## src/rtl/axi_cdc_isolate_ctrl.sv

```systemverilog
// rtl/axi_cdc_isolate_ctrl.sv - dst-side AXI CDC isolation sequencer (block, drain, isolate, ack)
// Optional drain timeout: define AXI_CDC_ISO_TIMEOUT_EN.
module axi_cdc_isolate_ctrl #(
  parameter int MaxTxns       = 8,
  parameter int TimeoutCycles = 1024
) (
  input  logic dst_clk_i,
  input  logic dst_rst_ni,
  input  logic isolate_req_i,
  input  logic aw_hs_i,
  input  logic w_last_hs_i,
  input  logic b_hs_i,
  input  logic ar_hs_i,
  input  logic r_last_hs_i,
  output logic block_aw_o,
  output logic block_ar_o,
  output logic isolate_o,
  output logic isolated_o,
  output logic err_o,
  output logic timeout_o
);

  localparam int CntW = $clog2(MaxTxns + 1);
  localparam logic [CntW-1:0]      CntMax = CntW'(MaxTxns);
  localparam logic signed [CntW:0] BalMax = (CntW + 1)'(MaxTxns);
  localparam logic signed [CntW:0] BalMin = -BalMax;
  localparam logic signed [CntW:0] BalOne = (CntW + 1)'(1);

  typedef enum logic [1:0] {
    RUN      = 2'd0,
    DRAIN    = 2'd1,
    ISOLATED = 2'd2
  } state_e;

  state_e               state_q, state_d;
  logic [CntW-1:0]      wr_cnt_q, wr_cnt_d;
  logic [CntW-1:0]      rd_cnt_q, rd_cnt_d;
  logic signed [CntW:0] w_bal_q, w_bal_d;
  logic                 wr_err, rd_err, bal_err, proto_err;
  logic                 drained;
  logic                 block_aw_q, block_ar_q, iso_q, err_q;

  // Write outstanding: AW opens, B closes; simultaneous events cancel.
  always_comb begin
    wr_cnt_d = wr_cnt_q;
    wr_err   = 1'b0;
    if (aw_hs_i && !b_hs_i) begin
      if (wr_cnt_q == CntMax) wr_err = 1'b1;
      else                    wr_cnt_d = wr_cnt_q + 1'b1;
    end else if (b_hs_i && !aw_hs_i) begin
      if (wr_cnt_q == '0) wr_err = 1'b1;
      else                wr_cnt_d = wr_cnt_q - 1'b1;
    end
  end

  always_comb begin
    rd_cnt_d = rd_cnt_q;
    rd_err   = 1'b0;
    if (ar_hs_i && !r_last_hs_i) begin
      if (rd_cnt_q == CntMax) rd_err = 1'b1;
      else                    rd_cnt_d = rd_cnt_q + 1'b1;
    end else if (r_last_hs_i && !ar_hs_i) begin
      if (rd_cnt_q == '0) rd_err = 1'b1;
      else                rd_cnt_d = rd_cnt_q - 1'b1;
    end
  end

  // W may lead AW, so the balance is signed and saturates symmetrically.
  always_comb begin
    w_bal_d = w_bal_q;
    bal_err = 1'b0;
    if (aw_hs_i && !w_last_hs_i) begin
      if (w_bal_q == BalMax) bal_err = 1'b1;
      else                   w_bal_d = w_bal_q + BalOne;
    end else if (w_last_hs_i && !aw_hs_i) begin
      if (w_bal_q == BalMin) bal_err = 1'b1;
      else                   w_bal_d = w_bal_q - BalOne;
    end
  end

  assign proto_err = (state_q == ISOLATED) && (aw_hs_i || ar_hs_i);
  assign drained   = (wr_cnt_d == '0) && (rd_cnt_d == '0) && (w_bal_d == '0);

`ifdef AXI_CDC_ISO_TIMEOUT_EN
  localparam int TmoW = $clog2(TimeoutCycles + 1);
  logic [TmoW-1:0] tmo_cnt_q;
  logic            tmo_hit, tmo_q;

  assign tmo_hit = (tmo_cnt_q == TmoW'(TimeoutCycles - 1));
`endif

  always_comb begin
    state_d = state_q;
    unique case (state_q)
      RUN:      if (isolate_req_i) state_d = DRAIN;
      DRAIN: begin
        if (!isolate_req_i)  state_d = RUN;
        else if (drained)    state_d = ISOLATED;
`ifdef AXI_CDC_ISO_TIMEOUT_EN
        else if (tmo_hit)    state_d = ISOLATED;
`endif
      end
      ISOLATED: if (!isolate_req_i) state_d = RUN;
      default:  state_d = RUN;
    endcase
  end

  // Outputs follow the next state so they change in the same edge as the state.
  always_ff @(posedge dst_clk_i or negedge dst_rst_ni) begin
    if (!dst_rst_ni) begin
      state_q    <= RUN;
      wr_cnt_q   <= '0;
      rd_cnt_q   <= '0;
      w_bal_q    <= '0;
      err_q      <= 1'b0;
      block_aw_q <= 1'b0;
      block_ar_q <= 1'b0;
      iso_q      <= 1'b0;
    end else begin
      state_q    <= state_d;
      wr_cnt_q   <= wr_cnt_d;
      rd_cnt_q   <= rd_cnt_d;
      w_bal_q    <= w_bal_d;
      err_q      <= err_q | wr_err | rd_err | bal_err | proto_err;
      block_aw_q <= (state_d != RUN) || (wr_cnt_d == CntMax);
      block_ar_q <= (state_d != RUN) || (rd_cnt_d == CntMax);
      iso_q      <= (state_d == ISOLATED);
    end
  end

`ifdef AXI_CDC_ISO_TIMEOUT_EN
  always_ff @(posedge dst_clk_i or negedge dst_rst_ni) begin
    if (!dst_rst_ni) begin
      tmo_cnt_q <= '0;
      tmo_q     <= 1'b0;
    end else begin
      if (state_q == DRAIN) tmo_cnt_q <= tmo_cnt_q + 1'b1;
      else                  tmo_cnt_q <= '0;
      if (state_q == RUN && state_d == DRAIN)
        tmo_q <= 1'b0;
      else if (state_q == DRAIN && state_d == ISOLATED && !drained)
        tmo_q <= 1'b1;
    end
  end

  assign timeout_o = tmo_q;
`else
  // Tied low; the parameter is still referenced so it elaborates in every build.
  assign timeout_o = 1'b0 & (TimeoutCycles > 0);
`endif

  assign block_aw_o = block_aw_q;
  assign block_ar_o = block_ar_q;
  assign isolate_o  = iso_q;
  assign isolated_o = iso_q;
  assign err_o      = err_q;

endmodule
```

## config.mk

```make
export PLATFORM = sky130hd
export DESIGN_NAME = axi_cdc_isolate_ctrl
export DESIGN_NICKNAME = d
export VERILOG_FILES = /design/src/rtl/axi_cdc_isolate_ctrl.sv
export SDC_FILE = /design/constraint.sdc
export NUM_CORES = 1
export LEC_CHECK = 0
export ABC_AREA = 1
export CAP_MARGIN = 20
export CELL_PAD_IN_SITES_DETAIL_PLACEMENT = 1
export CELL_PAD_IN_SITES_GLOBAL_PLACEMENT = 2
export CORE_MARGIN = 1
export CORE_UTILIZATION = 23
export CTS_CLUSTER_SIZE = 40
export DETAILED_ROUTE_END_ITERATION = 8
export GPL_TIMING_DRIVEN = 1
export PLACE_DENSITY = 0.67
export RECOVER_POWER = 100
export SLEW_MARGIN = 20
export SYNTH_ARGS = -nofsm -noshare
export SYNTH_HDL_FRONTEND = slang
export SYNTH_SLANG_ARGS = --single-unit
```

## constraint.sdc

```tcl
create_clock -name dst_clk_i -period 3.2 [get_ports dst_clk_i]
set_input_delay 0.8 -clock dst_clk_i [delete_from_list [all_inputs] [get_ports dst_clk_i]]
set_output_delay 0.8 -clock dst_clk_i [all_outputs]
set_load 0.02 [all_outputs]
```

# Word-level counts from Yosys, hierarchy flattened

Index checks and enable logic that the tools add are counted.

Muxes and demuxes: 29
Shift operators: 0
Multiply operators: 0
Reduce and logical (&&, ||, !) cells: 24
$lt $le $gt $ge: 0
Bitwise logic cells: 4
Div/mod/pow operators: 0
Equality and inequality tests: 9
Add/subtract/negate cells: 6

Operators by type and width:

| cell                                                                | count |
|---|---|
| 4-bit 2-to-1 mux                                                    | 8 |
| 5-bit 2-to-1 mux                                                    | 4 |
| 4-bit == test (second input constant)                               | 4 |
| 4-bit logical NOT                                                   | 4 |
| 1-bit 2-to-1 mux                                                    | 12 |
| 1-bit logical AND                                                   | 9 |
| 4-bit by 1-bit adder with 4-bit output (second input constant)      | 2 |
| 2-bit 2-to-1 mux                                                    | 4 |
| 4-bit by 1-bit subtractor with 4-bit output (second input constant) | 2 |
| 2-bit one-hot mux with 3 select lines                               | 1 |
| 5-bit by 2-bit adder with 5-bit output (second input constant)      | 1 |
| 5-bit by 4-bit == test with 1-bit output (second input constant)    | 1 |
| 5-bit == test (second input constant)                               | 1 |
| 1-bit logical NOT                                                   | 5 |
| 5-bit logical NOT                                                   | 1 |
| 5-bit by 2-bit subtractor with 5-bit output (second input constant) | 1 |
| 2-bit == test (second input constant)                               | 2 |
| 1-bit OR                                                            | 4 |
| 1-bit logical OR                                                    | 3 |
| 2-bit by 1-bit == test with 1-bit output (second input constant)    | 1 |
| 2-bit logical NOT                                                   | 1 |
| 2-bit nonzero test                                                  | 1 |

Word-level logic and storage cells: 80
Input bits: 8
Bits in latches: 0
Register bits after elaboration: 19
Memories kept: 0
Bits in writable memories: 0
Bits in read-only memories: 0
Output and inout bits: 6

# Longest topological paths before layout

Gate-level depths: netlist of the first run.

Depth after elaboration: 12
Mapped depth: 16
Gate-level depth less buffers: 16

# Worst setup path after synthesis of the first run

No wires, ideal clock.

Path kind: input-to-reg
Start: input port aw_hs_i
End: register state_q[0]
Data arrival time: 1.735 ns
Slack: 1.351 ns
Cell stages on the path: 12
Required time: 3.086 ns
Cell sequence: inv_2 -> nand2_4 -> nor2_1 -> nand3_1 -> nand3_1 -> nand2_1 -> nor2_1 -> nand2_1 -> nor2_2 -> nand3_1 -> nand3_1 -> inv_1

Elaborated cells between the ends (all ways): 16
Classes of those cells: 7 x mux; 9 x reduce/logical

RTL lines:

| element                                 | line | RTL |
|---|---|---|
| from (decl)                             | 10   | `input logic aw_hs_i,` |
| 1-bit logical NOT                       | 75   | `end else if (w_last_hs_i && !aw_hs_i) begin` |
| 1-bit logical AND                       | 75   |  |
| 5-bit 2-to-1 mux                        | 75   |  |
| 5-bit 2-to-1 mux *                      | 72   | `if (aw_hs_i && !w_last_hs_i) begin` |
| net w_bal_d[4]                          | 38   | `logic signed [CntW:0] w_bal_q, w_bal_d;` |
| 5-bit logical NOT *                     | 82   | `assign drained = (wr_cnt_d == '0) && (rd_cnt_d == '0) && (w_bal_d == '0);` |
| 1-bit logical AND *                     | 82   |  |
| 2-bit 2-to-1 mux *                      | 98   | `else if (drained) state_d = ISOLATED;` |
| 2-bit 2-to-1 mux *                      | 97   | `if (!isolate_req_i) state_d = RUN;` |
| 2-bit one-hot mux with 3 select lines * | 94   | `unique case (state_q)` |
| net state_d[0]                          | 35   | `state_e state_q, state_d;` |
| to (signal assigned)                    | 120  | `state_q <= state_d;` |
| to (decl)                               | 35   |  |

Mark *: on every way through the listed nets, which the timed path passes. The rest lies on a longest branch.

# Final worst setup path of the first run

Ends and elaborated chain as after synthesis.

==> metrics.yaml, run 1 <==
run_status:
  status: "finished clean"
worst_setup_path:
  crit_fanout: 4
  slowest_stage: "dlygate4sd3_1"
  worstSetupStartpointType: "input port"
  crit_chain: "dlygate4sd3_1 -> inv_1 -> nand2_1 -> inv_1 -> nand4_1 -> nand2_1 -> o21ai_0 -> nor2_1 -> nand2_1 -> nor2_1 -> nand3_1 -> nand3_1 -> inv_1"
  criticalPathCategory: "input port to flip-flop"
  end_kind: "flip-flop"
  cpPeakStageDelay_ns: 0.62
  critPathArrivalTime_ns: 2.81
  critical_path_required_ns: 3.35
cts:
  cts_tree: "built"
  ctsResizeCount: 0
  cts.sinks: 19
  clockRootBuffer: "clkbuf_8"
  insertion_delay_ns: 0.25
  postCtsHoldBufs: 0
  numCtsBuffers: 3
  cts-htree-levels: 1
  cts_max_path_buffers: 2
  path_clk_slew_ns: 0.07
  cts_setup_buffers: 0
synth:
  yosys.area_share.xor_xnor_pct: 3.70
  avgSynthCellArea_um2: 6.70
  synthAdderAreaFrac_pct: 5.29
  yosys.area_share.simple_pct: 39.8
  synthMuxAreaShare_pct: 0
  synth_compound_area_share_pct: 5.90
  netlist.area_leader.share_pct: 33.5
  netlist_area_mm2: 0.00142
  ys_ff_latch: 19
  synth_top_family_by_area: "simple AND/OR/NAND/NOR gates"
  synth_cell_types: 22
  synthTopCellsByArea: "dfrtp_1, nand2_1, nand3_1"
  syn_nets: 226
  syn_inst: 212
  synth_top_cell_by_area: "dfrtp_1"
  yosys_warnings: 0
  yosysSeqAreaShare_pct: 33.5
placement:
  post-dp-hpwl_um: 2850
  io_buffers: 12
  gp_congestion: 0.792
sta:
  fmax_mhz: 376
  rsz0062_at_grt: "false"
  setup_violations: 0
  slew_violations: 0
  worstMarginPinSlew_ns: 0.843
  clock_skew_ns: 0.00347
  period_share_pct: 83.0
  fin_hold_ws_ns: 0.540
  max_slew_margin_pct: 43.6
  tns_ns: 0
  hold_viol_final: 0
  layout_min_cycle_time_ns: 2.66
job:
  drv_cap: 0
detailed_routing:
  viasPerCell: 4.37
  postRouteAntennaNets: 0
  firstDrtPassIters: 2
  drcViolationCount: 0
  wl_um: 3440
  vias: 1306
  drt-wirelength-per-cell_um: 11.5
  drt_iter0_markers: 25
global_routing:
  grt_pass1_vias: 1357
  grt_start_max_net_pins: 20
  antenna_found_initial: 0
  globalRouteOverflowTotal: 0
  track_usage_pct: 12.3
  grt_pass1_wl_um: 6150
floorplanning:
  die_h_um: 80.6
  ios: 14
  die_w_um: 80.6
  die-area_mm2: 0.00649
  core_area_mm2: 0.00592
  rows: 28
  start_util_pct: 24.0
hold_path:
  hold_path_class: "flip-flop to flip-flop"
final_layout:
  drive_gt1_share_pct: 6.70
  num_antenna_cells: 0
  multi_input_area_um2: 754
  regArea_um2: 475
  nets: 239
  final.fill_count: 760
  area_growth_pct: 14.6
pwr:
  power.leakage_nw: 0.821
  power.density_mw_per_mm2: 758
  ir_drop_mv: 0.264
[cell usage in the layout (no fill, tap or decap), types with 2 or more instances in the layout]
cell type        count
nand2_1             61
inv_1               32
nand3_1             24
nor2_1              23
dfrtp_1             19
o21ai_0             11
dlygate4sd3_1        9
nand4_1              7
ha_1                 6
inv_2                5
a21oi_1              5
xnor2_1              3
nor2_2               3
xor2_1               3
clkbuf_8             3
clkdlybuf4s50_1      3
nor2_4               2
[per-stage QoR]
| stage | instance area, um^2 | setup WS [ns] | instances | total power [mW] | utilization [%] |
|---|---|---|---|---|---|
| final | 1630 | 0.543 | 299 | 1.23 | 27.5 |
| after global routing | 1630 | 0.310 | 299 | 1.39 | 27.5 |
| after CTS | 1650 | 0.782 | 299 | 1.28 | 27.9 |
| after detailed placement | 1610 | 0.511 | 295 | 1.11 | 27.2 |
| after global placement | 1610 | 0.482 | 295 | 1.12 | 27.2 |
| after floorplan | 1420 | 1.35 | 212 | 0.930 | - |
[synth_stat cells]
master / n
inv_2: 7
ha_1: 6
nand2_1: 59
xor2_1: 3
dfrtp_1: 19
nand2_2: 2
xnor2_1: 3
nand2_4: 1
nor2_1: 18
inv_1: 30
conb_1: 1
o21ai_2: 1
nand3_2: 1
nand3_1: 24
buf_2: 2
nand4_1: 7
o21ai_0: 10
nor2_4: 2
buf_4: 2
nor2_2: 8
nor4_1: 1
a21oi_1: 5
[area by class of cell]
cell class	instances	area share, %
Inverter	37	8.53
Tap cell	75	5.76
Clock buffer	4	2.77
Multi-Input combinational cell	152	46.3
Sequential cell	19	29.2
Timing Repair Buffer	12	7.38
[state kept, by name, indices dropped and copies added, names as in the netlist]
signal / flops
w_bal_q: 5
wr_cnt_q: 4
block_aw_o: 1
block_ar_o: 1
state_q: 2
rd_cnt_q: 4
err_o: 1
isolate_o: 1
[final timing paths]
| check | start | slack, ns | cells past startpoint | end |
|---|---|---|---|---|
| setup / recovery | aw_hs_i | 0.54 | 13 | state_q[0] |
| hold / removal | err_o | 0.54 | 2 | err_o |
| setup reg to reg | wr_cnt_q[0] | 1.06 | 15 | state_q[0] |
| hold reg to reg | err_o | 0.54 | 2 | err_o |
| max in group asynchronous | dst_rst_ni | 1.59 | 1 | wr_cnt_q[0] |
| min in group asynchronous | dst_rst_ni | 1.09 | 1 | rd_cnt_q[1] |
[per-layer routing]
layer	vias to the layer above	share of wire (%)	global-route usage, %
li1	683	-	-
met1	604	50	15.4
met2	14	46	20.8
met3	5	3.2	2.61
met4	0	1.0	3.75
met5	-	0	0
[cell families (layout without fill, tap and decap cells)]
family / after synthesis / in the layout
compound gates: 16 / 16
xor+xnor: 6 / 6
fa+ha+maj: 6 / 6
buf+inv: 41 / 53
flops: 19 / 19
other cells: 1 / 1
simple gates: 123 / 123
[critical path: cells and delay by family]
kind,cells,cell delay (ns)
AOI/OAI and AO/OA,1,0.12
buffers and inverters,4,0.97
and+or+nand+nor,8,0.92
[report_power, final]
part | total, mW | switching, mW | internal [mW] | leakage [nW]
Sequential | 0.448 | 0.122 | 0.327 | 0.231
Clock | 0.164 | 0.0754 | 0.0885 | 0.0228
Combinational | 0.621 | 0.393 | 0.228 | 0.567
Total | 1.23 | 0.590 | 0.643 | 0.821
(Power assumes the default switching activity.)
==> inputs of run 2 (changes only) <==
==> constraint.sdc (replaced) <==
create_clock -name dst_clk_i -period 2.6 [get_ports dst_clk_i]
set_input_delay 0.65 -clock dst_clk_i [delete_from_list [all_inputs] [get_ports dst_clk_i]]
set_output_delay 0.65 -clock dst_clk_i [all_outputs]
set_load 0.02 [all_outputs]
==> metrics.yaml, run 2 (same netlist as run 1, synthesis figures left out) <==
sta:
  rsz0062_at_grt: "false"
  slew_violations: 0
  worstMarginPinSlew_ns: 1.01
  layout_min_cycle_time_ns: 2.30
  hold_viol_final: 0
  max_slew_margin_pct: 32.9
  clock_skew_ns: 0.00181
  tns_ns: 0
  period_share_pct: 88.3
  fmax_mhz: 436
  setup_violations: 0
  layout_setup_ws_ns: 0.304
floorplanning:
  ios: 14
  start_util_pct: 24.0
  core_area_mm2: 0.00592
  die-area_mm2: 0.00649
  die_w_um: 80.6
  rows: 28
  die_h_um: 80.6
global_routing:
  track_usage_pct: 12.3
  globalRouteOverflowTotal: 0
  grt_start_max_net_pins: 20
  grt_pass1_wl_um: 6270
  grt_pass1_vias: 1370
  antenna_found_initial: 0
final_layout:
  regMostFlops: "w_bal_q"
  reg_top3: "w_bal_q (5), rd_cnt_q (4), wr_cnt_q (4)"
  multi_input_area_um2: 768
  final_common_cell: "nand2_1"
  regArea_um2: 475
  largest_reg_flops: 5
  nets: 243
  final_util_pct: 28.2
  num_antenna_cells: 0
  final.fill_count: 753
  area_growth_pct: 17.4
  drive_gt1_share_pct: 11.0
  final_cell_mix: "nand2_1, inv_1, nand3_1"
cts:
  ctsResizeCount: 0
  numCtsBuffers: 3
  clockRootBuffer: "clkbuf_8"
  path_clk_slew_ns: 0.07
  postCtsHoldBufs: 0
  insertion_delay_ns: 0.25
  cts_setup_buffers: 0
  cts-htree-levels: 1
  cts_tree: "built"
  cts_max_path_buffers: 2
  cts.sinks: 19
worst_setup_path:
  slowest_stage: "clkdlybuf4s50_1"
  criticalPathCategory: "input port to flip-flop"
  critPathArrivalTime_ns: 2.44
  crit_fanout: 7
  r2r.worst_path.cells: 15
  crit_path_end: "state_q[0]"
  r2r_slack_ns: 0.55
  end_kind: "flip-flop"
  crit_family: "simple AND/OR/NAND/NOR gates"
  path_depth: 12
  worstSetupStartpointType: "input port"
  path_buf_inv: 3
  cp_common_cell: "nand2_1"
  critical_path_required_ns: 2.75
  cpPeakStageDelay_ns: 0.61
  r2r_end: "state_q[0]"
  crit_chain: "clkdlybuf4s50_1 -> nand2_1 -> inv_1 -> nand2_1 -> nand3_1 -> nand2_1 -> nor2_1 -> nand2_1 -> nor2_2 -> nand3_1 -> nand3_1 -> inv_1"
  r2r_start: "wr_cnt_q[0]"
  cp-startpoint: "aw_hs_i"
detailed_routing:
  viasPerCell: 4.39
  wl_met2_um: 1650
  top_layer: "met4"
  drt_iter0_markers: 19
  drcViolationCount: 0
  wl_um: 3490
  postRouteAntennaNets: 0
  vias: 1329
  wl_met1_um: 1740
  met3WireLength_um: 89
  firstDrtPassIters: 4
  drt-wirelength-per-cell_um: 11.5
placement:
  gp_congestion: 0.778
  io_buffers: 12
  post-dp-hpwl_um: 2920
  place_ws_ns: 0.0582
job:
  drv_cap: 0
pwr:
  seq_power_share_pct: 35.4
  ir_drop_mv: 0.337
  power.leakage_nw: 0.836
  finalPower_mw: 1.56
  power.density_mw_per_mm2: 932
  comb_power_share_pct: 51.5
  switching_power_mw: 0.745
  switching_share_pct: 47.9
  intPower_mw: 0.810
  clockPowerShare_pct: 13.1
run_status:
  status: "finished clean"
hold_path:
  hold_path_class: "flip-flop to flip-flop"
-- run 2: cell types whose count changed in the layout (fill, tap and decap cells not counted), sizes merged --
cell and delta:
buf +2, clkbuf +2, clkdlybuf4s50 +2, dlygate4sd3 -2
-- run 2: cell type report --
class,count,share of cell area [%]
Clock buffer,4,2.70
Inverter,37,8.33
Multi-Input combinational cell,152,46.1
Sequential cell,19,28.5
Tap cell,75,5.63
Timing Repair Buffer,16,8.78
-- run 2: worst reg2reg max path, stage by stage (launching register included) --
cell	delay [ns]
dfrtp_1	0.41
inv_1	0.13
ha_1	0.27
inv_1	0.06
nor2_1	0.08
nand2_1	0.07
nand2_1	0.11
nand3_1	0.08
nand2_1	0.09
inv_2	0.04
nor2_1	0.19
nand2_1	0.10
nor2_2	0.12
nand3_1	0.09
nand3_1	0.07
inv_1	0.04
-- run 2: power groups by stage --
stage	Sequential (mW)	Clock, mW	Combinational, mW
after floorplan	0.496	0	0.649
after global placement	0.562	0	0.822
after detailed placement	0.561	0	0.830
after CTS	0.557	0.209	0.837
after global routing	0.574	0.227	0.949
final	0.550	0.204	0.801
-- run 2: how the worst min path moves through the flow --
| stage | start | to | slack (ns) | cells past startpoint |
|---|---|---|---|---|
| 2_1_floorplan | dst_rst_ni | block_ar_o | 0.35 | 0 |
| 3_3_place_gp | err_o | err_o | 0.53 | 2 |
| 3_5_place_dp | err_o | err_o | 0.54 | 2 |
| 4_1_cts | err_o | err_o | 0.55 | 2 |
| 5_1_grt | err_o | err_o | 0.56 | 2 |
| 6_report | err_o | err_o | 0.53 | 2 |
-- run 2: metal layers --
layer  track usage (%)  vias up
met3              2.27        2
li1                  -      687
met4              1.07        0
met1              16.1      627
met2              21.6       13
met5                 0        -
-- run 2: metrics by stage --
| stage | hold WS (ns) | cell area, um^2 | instances |
|---|---|---|---|
| after floorplan | 0.354 | 1420 | 212 |
| after CTS | 0.554 | 1680 | 303 |
| final | 0.532 | 1670 | 303 |
| after global placement | 0.526 | 1640 | 299 |
| after global routing | 0.561 | 1670 | 303 |
| after detailed placement | 0.538 | 1640 | 299 |
